## src/rtl/mac_sequencer.sv

```systemverilog
// Dense-layer MAC sequencer: streams pixel/weight pairs per neuron into an
// external mac_core. Optional argmax tracking under MAC_SEQ_ARGMAX_EN.
module mac_sequencer #(
  parameter int BITS    = 24,
  parameter int WIDTH   = 784,
  parameter int NEURONS = 10,
  parameter int PA_W    = (WIDTH > 1) ? $clog2(WIDTH) : 1,
  parameter int WA_W    = (WIDTH * NEURONS > 1) ? $clog2(WIDTH * NEURONS) : 1,
  parameter int NI_W    = (NEURONS > 1) ? $clog2(NEURONS) : 1
) (
  input  logic                clk,
  input  logic                reset,
  input  logic                start_i,
  output logic                busy_o,
  output logic                done_o,
  output logic [PA_W-1:0]     pix_addr_o,
  input  logic [BITS-1:0]     pix_data_i,
  output logic [WA_W-1:0]     w_addr_o,
  input  logic [BITS-1:0]     w_data_i,
  output logic [BITS-1:0]     mac_pic_o,
  output logic [BITS-1:0]     mac_w_o,
  output logic [2*BITS-1:0]   mac_acc_prev_o,
  input  logic [2*BITS-1:0]   mac_acc_i,
`ifdef MAC_SEQ_ARGMAX_EN
  output logic [NI_W-1:0]     class_o,
  output logic                class_valid_o,
`endif
  output logic                res_valid_o,
  input  logic                res_ready_i,
  output logic [2*BITS-1:0]   res_data_o,
  output logic [NI_W-1:0]     res_idx_o
);

  typedef enum logic [2:0] {
    S_IDLE,
    S_RUN,
    S_DRAIN,
    S_OUT,
    S_DONE
  } state_t;

  localparam logic [PA_W-1:0] P_LAST = PA_W'(WIDTH - 1);
  localparam logic [NI_W-1:0] N_LAST = NI_W'(NEURONS - 1);

  state_t              r_state;
  logic [PA_W-1:0]     r_p;
  logic [WA_W-1:0]     r_wa;
  logic [NI_W-1:0]     r_n;
  logic                r_drain;
  logic                r_opv;
  logic                r_opfirst;
  logic                r_res_valid;
  logic [2*BITS-1:0]   r_res_data;
  logic [NI_W-1:0]     r_res_idx;
  logic                r_done;
  logic                r_busy;
  logic                w_accept;

  assign w_accept = r_res_valid & res_ready_i;

  always_ff @(posedge clk or posedge reset) begin
    if (reset) begin
      r_state     <= S_IDLE;
      r_p         <= '0;
      r_wa        <= '0;
      r_n         <= '0;
      r_drain     <= 1'b0;
      r_opv       <= 1'b0;
      r_opfirst   <= 1'b0;
      r_res_valid <= 1'b0;
      r_res_data  <= '0;
      r_res_idx   <= '0;
      r_done      <= 1'b0;
      r_busy      <= 1'b0;
    end else begin
      // operand for the address issued this cycle arrives next cycle
      r_opv     <= (r_state == S_RUN);
      r_opfirst <= (r_state == S_RUN) && (r_p == '0);
      r_done    <= 1'b0;
      unique case (r_state)
        S_IDLE: begin
          if (start_i) begin
            r_state <= S_RUN;
            r_busy  <= 1'b1;
            r_p     <= '0;
            r_wa    <= '0;
            r_n     <= '0;
          end
        end
        S_RUN: begin
          if (r_p == P_LAST) begin
            r_state <= S_DRAIN;
            r_drain <= 1'b0;
          end else begin
            r_p  <= r_p + 1'b1;
            r_wa <= r_wa + 1'b1;
          end
        end
        S_DRAIN: begin
          if (!r_drain) begin
            r_drain <= 1'b1;
          end else begin
            r_res_data  <= mac_acc_i;
            r_res_idx   <= r_n;
            r_res_valid <= 1'b1;
            r_state     <= S_OUT;
          end
        end
        S_OUT: begin
          if (w_accept) begin
            r_res_valid <= 1'b0;
            if (r_n == N_LAST) begin
              r_state <= S_DONE;
              r_done  <= 1'b1;
            end else begin
              r_state <= S_RUN;
              r_n     <= r_n + 1'b1;
              r_p     <= '0;
              r_wa    <= r_wa + 1'b1;
            end
          end
        end
        S_DONE: begin
          r_state <= S_IDLE;
          r_busy  <= 1'b0;
        end
        default: begin
          r_state <= S_IDLE;
          r_busy  <= 1'b0;
        end
      endcase
    end
  end

  assign busy_o      = r_busy;
  assign done_o      = r_done;
  assign pix_addr_o  = r_p;
  assign w_addr_o    = r_wa;
  assign res_valid_o = r_res_valid;
  assign res_data_o  = r_res_data;
  assign res_idx_o   = r_res_idx;

  // without a valid operand the MAC is fed its own value and holds
  assign mac_pic_o      = r_opv ? pix_data_i : '0;
  assign mac_w_o        = r_opv ? w_data_i : '0;
  assign mac_acc_prev_o = (r_opv && r_opfirst) ? '0 : mac_acc_i;

`ifdef MAC_SEQ_ARGMAX_EN
  logic [2*BITS-1:0] r_max;
  logic [NI_W-1:0]   r_best;
  logic [NI_W-1:0]   r_class;
  logic              r_class_valid;
  logic              w_take;
  logic [NI_W-1:0]   w_best;

  // strict compare: ties keep the lower index
  assign w_take = (r_n == '0) ||
                  ($signed(r_res_data) > $signed(r_max));
  assign w_best = w_take ? r_n : r_best;

  always_ff @(posedge clk or posedge reset) begin
    if (reset) begin
      r_max         <= '0;
      r_best        <= '0;
      r_class       <= '0;
      r_class_valid <= 1'b0;
    end else begin
      r_class_valid <= 1'b0;
      if (r_state == S_IDLE && start_i) begin
        r_class <= '0;
      end
      if (r_state == S_OUT && w_accept) begin
        if (w_take) begin
          r_max  <= r_res_data;
          r_best <= r_n;
        end
        if (r_n == N_LAST) begin
          r_class       <= w_best;
          r_class_valid <= 1'b1;
        end
      end
    end
  end

  assign class_o       = r_class;
  assign class_valid_o = r_class_valid;
`endif

endmodule

```

## config.mk

```make
export PLATFORM = sky130hd
export DESIGN_NAME = mac_sequencer
export DESIGN_NICKNAME = d
export VERILOG_FILES = /design/src/rtl/mac_sequencer.sv
export SDC_FILE = /design/constraint.sdc
export NUM_CORES = 1
export LEC_CHECK = 0
export CORE_ASPECT_RATIO = 0.5
export CORE_MARGIN = 2
export CORE_UTILIZATION = 43
export CTS_CLUSTER_DIAMETER = 150
export DETAILED_ROUTE_END_ITERATION = 10
export DONT_BUFFER_PORTS = 1
export SLEW_MARGIN = 20
export SYNTH_ARGS = -nofsm -noshare
export SYNTH_HDL_FRONTEND = slang
export SYNTH_SLANG_ARGS = --single-unit
```

## constraint.sdc

```tcl
create_clock -name clk -period 5.3 [get_ports clk]
set_input_delay 0.53 -clock clk [delete_from_list [all_inputs] [get_ports clk]]
set_output_delay 0.53 -clock clk [all_outputs]
set_load 0.03 [all_outputs]
```

==> Yosys cells after proc, flatten, opt, wreduce, memory -nomap -nowiden <==
Index checks and enable logic that the tools add are counted.
{ "word_totals": {"register_bits": 88, "output_inout_bits": 174, "wordCells": 77, "inputBits": 100} }
{ "op_classes": {"bitwise": 2, "n_eq_ne": 11, "n_addsub": 3, "muxes": 33, "n_reduce_logical": 16} }
{ "ops": {"columns": ["op", "count"], "rows": [
  ["two-way mux 13 bit", 4],
  ["two-way mux 24 bit", 2],
  ["two-way mux 48 bit", 1],
  ["two-way mux 10 bit", 4],
  ["one-hot mux 13 bit (3 select lines)", 1],
  ["one-hot mux 10 bit (3 select lines)", 1],
  ["two-way mux 3 bit", 5],
  ["adder 13 x 1 -> 13 bit, second input constant", 1],
  ["two-way mux 4 bit", 3],
  ["one-hot mux 3 bit (4 select lines)", 1],
  ["adder 10 x 1 -> 10 bit, second input constant", 1],
  ["== test 10 bit, second input constant", 1],
  ["logical NOT 10 bit", 1],
  ["inequality test 2 bit, second input constant", 5],
  ["one-hot mux 4 bit (2 select lines)", 1],
  ["AND reduction 4 bit", 2],
  ["two-way mux 1 bit", 7],
  ["== test 3 x 2 -> 1 bit, second input constant", 2],
  ["one-hot mux 1 bit (2 select lines)", 3],
  ["AND reduction 2 bit", 3],
  ["nonzero test 2 bit", 3],
  ["AND reduction 5 bit", 1],
  ["adder 4 x 1 -> 4 bit, second input constant", 1],
  ["== test 4 bit, second input constant", 1],
  ["9 further kinds", 10]
]} }

==> Longest topological paths before layout <==
{ "logic_depth": {"ltp_word": 4, "mapped_depth": 7, "ltp_nobuf": 6} }

==> Worst setup path after synthesis <==
OpenSTA, ideal clock, no wires.
{ "synth_path": {"path_type": "flip-flop to flip-flop", "from": "register r_p[5] (netlist: pix_addr_o[5])", "to": "register r_state[1]", "t_arrival_ns": 1.894, "period_less_slack_ns": 1.972, "path_buffers": 0, "stages_incl_launch_ff": 5, "path_slack_ns": 3.328, "setup_time_ns": 0.078, "required_ns": 5.222, "path_cell_list": "dfrtp_1 or4_4 or3_4 or3_1 a21oi_1"} }
{ "synth_via": {"elab_chain_cells": 3} }
{ "synth_rtl": {"columns": ["item", "line_no", "source"], "rows": [
  ["start: declaration", "46", "logic [PA_W-1:0] r_p;"],
  ["start signal: assignment", "95", "r_p <= r_p + 1'b1;"],
  ["== test 10 bit", "91", "if (r_p == P_LAST) begin"],
  ["inequality test 2 x 1 -> 1 bit (no line)", null, null],
  ["AND reduction 4 bit (no line)", null, null],
  ["end signal: assignment", "92", "r_state <= S_DRAIN;"],
  ["end signal: assignment", "106", "r_state <= S_OUT;"],
  ["end signal: assignment", "113", "r_state <= S_DONE;"],
  ["end: declaration", "45", "state_t r_state;"]
]} }
Every way passes these cells.
A chain may end at the register's enable or synchronous reset.

==> Worst setup path after layout <==
{ "layout_path": {"from": "register r_opv", "to": "output mac_acc_prev_o[45]"} }
{ "layout_via": {"elab_chain_cells": 2} }
{ "layout_rtl": {"columns": ["item", "line_no", "source"], "rows": [
  ["start: declaration", "50", "logic r_opv;"],
  ["start signal: assignment", "77", "r_opv <= (r_state == S_RUN);"],
  ["logical AND 1 bit", "146", "assign mac_acc_prev_o = (r_opv && r_opfirst) ? '0 : mac_acc_i;"],
  ["two-way mux 48 bit", "146", null],
  ["end: declaration", "22", "output logic [2*BITS-1:0] mac_acc_prev_o,"]
]} }
Every way passes these cells.

==> run summary <==
leakage power -> 0.00218 uW
Hold Path Class -> in2async
Area contributors post-synth -> dfrtp_1, and2_1, mux2_2, o31ai_1, o21ai_0
CP startpoint kind -> flop
number of global-route vias before repair -> 3141
maximum VDD drop -> 251 uV
Sinks on Clock Net -> 88
Die H -> 77.5 um
Worst EP arrival -> 2430 ps
RSZ-0062 raised after global routing -> false
run status -> finished clean
gp weighted congestion -> 1.05
highest clock rate -> 0.338 GHz
gr busiest metal -> met1
Slowest-stage cell, CP -> dfrtp_1
Final HPWL DP -> 9230 um
global route overflow -> 0
cells after synthesis -> 442
slowest stage delay, CP -> 990 ps
# nets final -> 534
IO buf count -> 0
post-synth top area share -> 0.474
worst setup path start -> r_opv
overall global routing resource usage -> 0.209
share of cells above drive strength 1 -> 0.194
commonest cells after routing, fill and taps aside -> and2_1, dfrtp_1, mux2_2, o21ai_0, o31ai_1
Register-to-Register Path Depth -> 5
met2 GRT Util -> 0.297
Fin. Hold Viols -> 0
H-tree depth -> 3
worst hold slack -> 128 ps
antenna violations before repair -> 3
Clock Pin Slew Worst Setup and Hold Paths -> 60 ps
TritonCTS Buffers -> 9
Tmin final -> 2960 ps
Max Cap Viol -> 0
antenna viol nets, final -> 0
post-synthesis sequential area ratio -> 0.474
Synth Register Bits -> 88
TritonCTS clock tree -> built
GRT met1 Usage -> 0.313
synth warn -> 0
first-pass GRT wire length -> 18600 um
FF-to-FF End -> w_addr_o[4]
Vias -> 3347
Die X -> 151 um
Yosys top cell by area -> dfrtp_1
die area -> 11700 um^2
asr flop ratio synth -> 1.00
DRC viols -> 0
CTS Root Buffer Type -> clkbuf_16
Cell Pwr Density -> 607 nW/um^2
core area -> 10300 um^2
number of synthesized flops with an enable pin -> 0
Critical Path RT -> 4770 ps
Synthesized Nets -> 547
Starting Density -> 0.449
clock buffer depth -> 2
DR iter-0 viols -> 190
kind of critical path -> reg2out
Worst Tran Pin Value -> 992 ps
drt first pass iters -> 4
synthesized area -> 4650 um^2
Main synth FF type -> dfrtp_1
setup violators final -> 0
Unique masters post-synth -> 51
Worst Setup End Kind -> output port
R2R setup slack -> 2700 ps
most common cell after layout, fill and taps aside -> and2_1
Skew-Pair Late Insertion Delay -> 330 ps
Detailed Route WL -> 12300 um
P&R area growth vs syn -> 8.32%
IO Pins -> 274
Slew Limit Fails -> 0
crit-path max FO -> 49
Mean Syn Cell Area -> 10.5 um^2
Final TNS setup -> 0 ps
CTS Hold Buffers Added -> 0
Final period util -> 0.558
grt met3 use -> 0.0671
Post-CTS Setup Bufs -> 0
FF-to-FF Start -> pix_addr_o[4]
routed vias/inst -> 5.82
DR WL/cell -> 21.4 um
Slew headroom -> 0.339
Final Skew -> 4.36 ps
post-CTS sizing -> 0
largest net degree at the start of global routing -> 55
num rows -> 26
crit path cell chain -> nand2_2 -> and2_1
-- cell families after synthesis --
group | synth area share
buffers and inverters | 0.0358
multiplexers | 0.135
XOR/XNOR | 0.00188
flip-flops | 0.474
adder cells (fa/ha/maj) | 0.0135
AO/OA/AOI/OAI | 0.104
AND/OR/NAND/NOR | 0.236
-- through the flow --
stage                     worst slack [ps]  power, uW   util  area (um^2)  instances
after floorplan                       2490       2260      -         4650        442
after global placement                2430       2410  0.456         4720        557
after detailed placement              2250       2430  0.456         4720        557
after CTS                             1880       3090  0.485         5020        573
after global routing                  1990       3210  0.487         5030        575
final                                 2340       3060  0.487         5030        575
-- per-layer routing --
layer / part of all wire / vias to the layer above
met2: 0.44 / 106
met5: 0.0025 / -
li1: - / 1535
met4: 0.0060 / 4
met3: 0.062 / 10
met1: 0.49 / 1692
-- flip-flops by register name (all words and copies together) (netlist names) --
register     count
done_o           1
busy_o           1
r_opv            1
res_data_o      48
pix_addr_o      10
r_state          3
r_opfirst        1
res_idx_o        4
r_n              4
r_drain          1
res_valid_o      1
w_addr_o        13
-- report_power, final --
group          switching, uW  leakage, uW  internal, uW
sequential               658      0.00113           883
clock                    263     0.000147           383
combinational            593     0.000900           277
total                   1510      0.00218          1540
-- layout make-up --
cell class / count / area [um^2]
tap: 140 / 175
antenna: 1 / 2.50
fill: 981 / 5310
sequential: 88 / 2200
timing repair buffer: 4 / 30.0
inverter: 9 / 35.0
clock buffer: 11 / 243
clock inverter: 5 / 63.8
multi-input combinational: 317 / 2280
-- critical path, delay by kind of cell (launching register included) --
family | cells | cell delay, ps
flops | 1 | 990
simple gates | 2 | 1080
-- worst max path at each step --
stage,end,slack [ps],cells past startpoint
2_1_floorplan,busy_o,2490,1
3_3_place_gp,mac_acc_prev_o[5],2430,2
3_5_place_dp,mac_acc_prev_o[6],2250,2
4_1_cts,mac_acc_prev_o[6],1880,2
5_1_grt,mac_acc_prev_o[16],1990,2
6_report,mac_acc_prev_o[45],2340,2
-- Yosys cell counts (8+ instances only) --
cell,n
o21ai_0,19
a21oi_1,10
nor2_1,11
and2_1,98
inv_1,9
dfrtp_1,88
nand2_1,17
mux2_2,54
nor3_1,8
o31ai_1,18
clkbuf_1,18
nand3_1,17
Note: power is estimated with default switching activity, not from simulation.
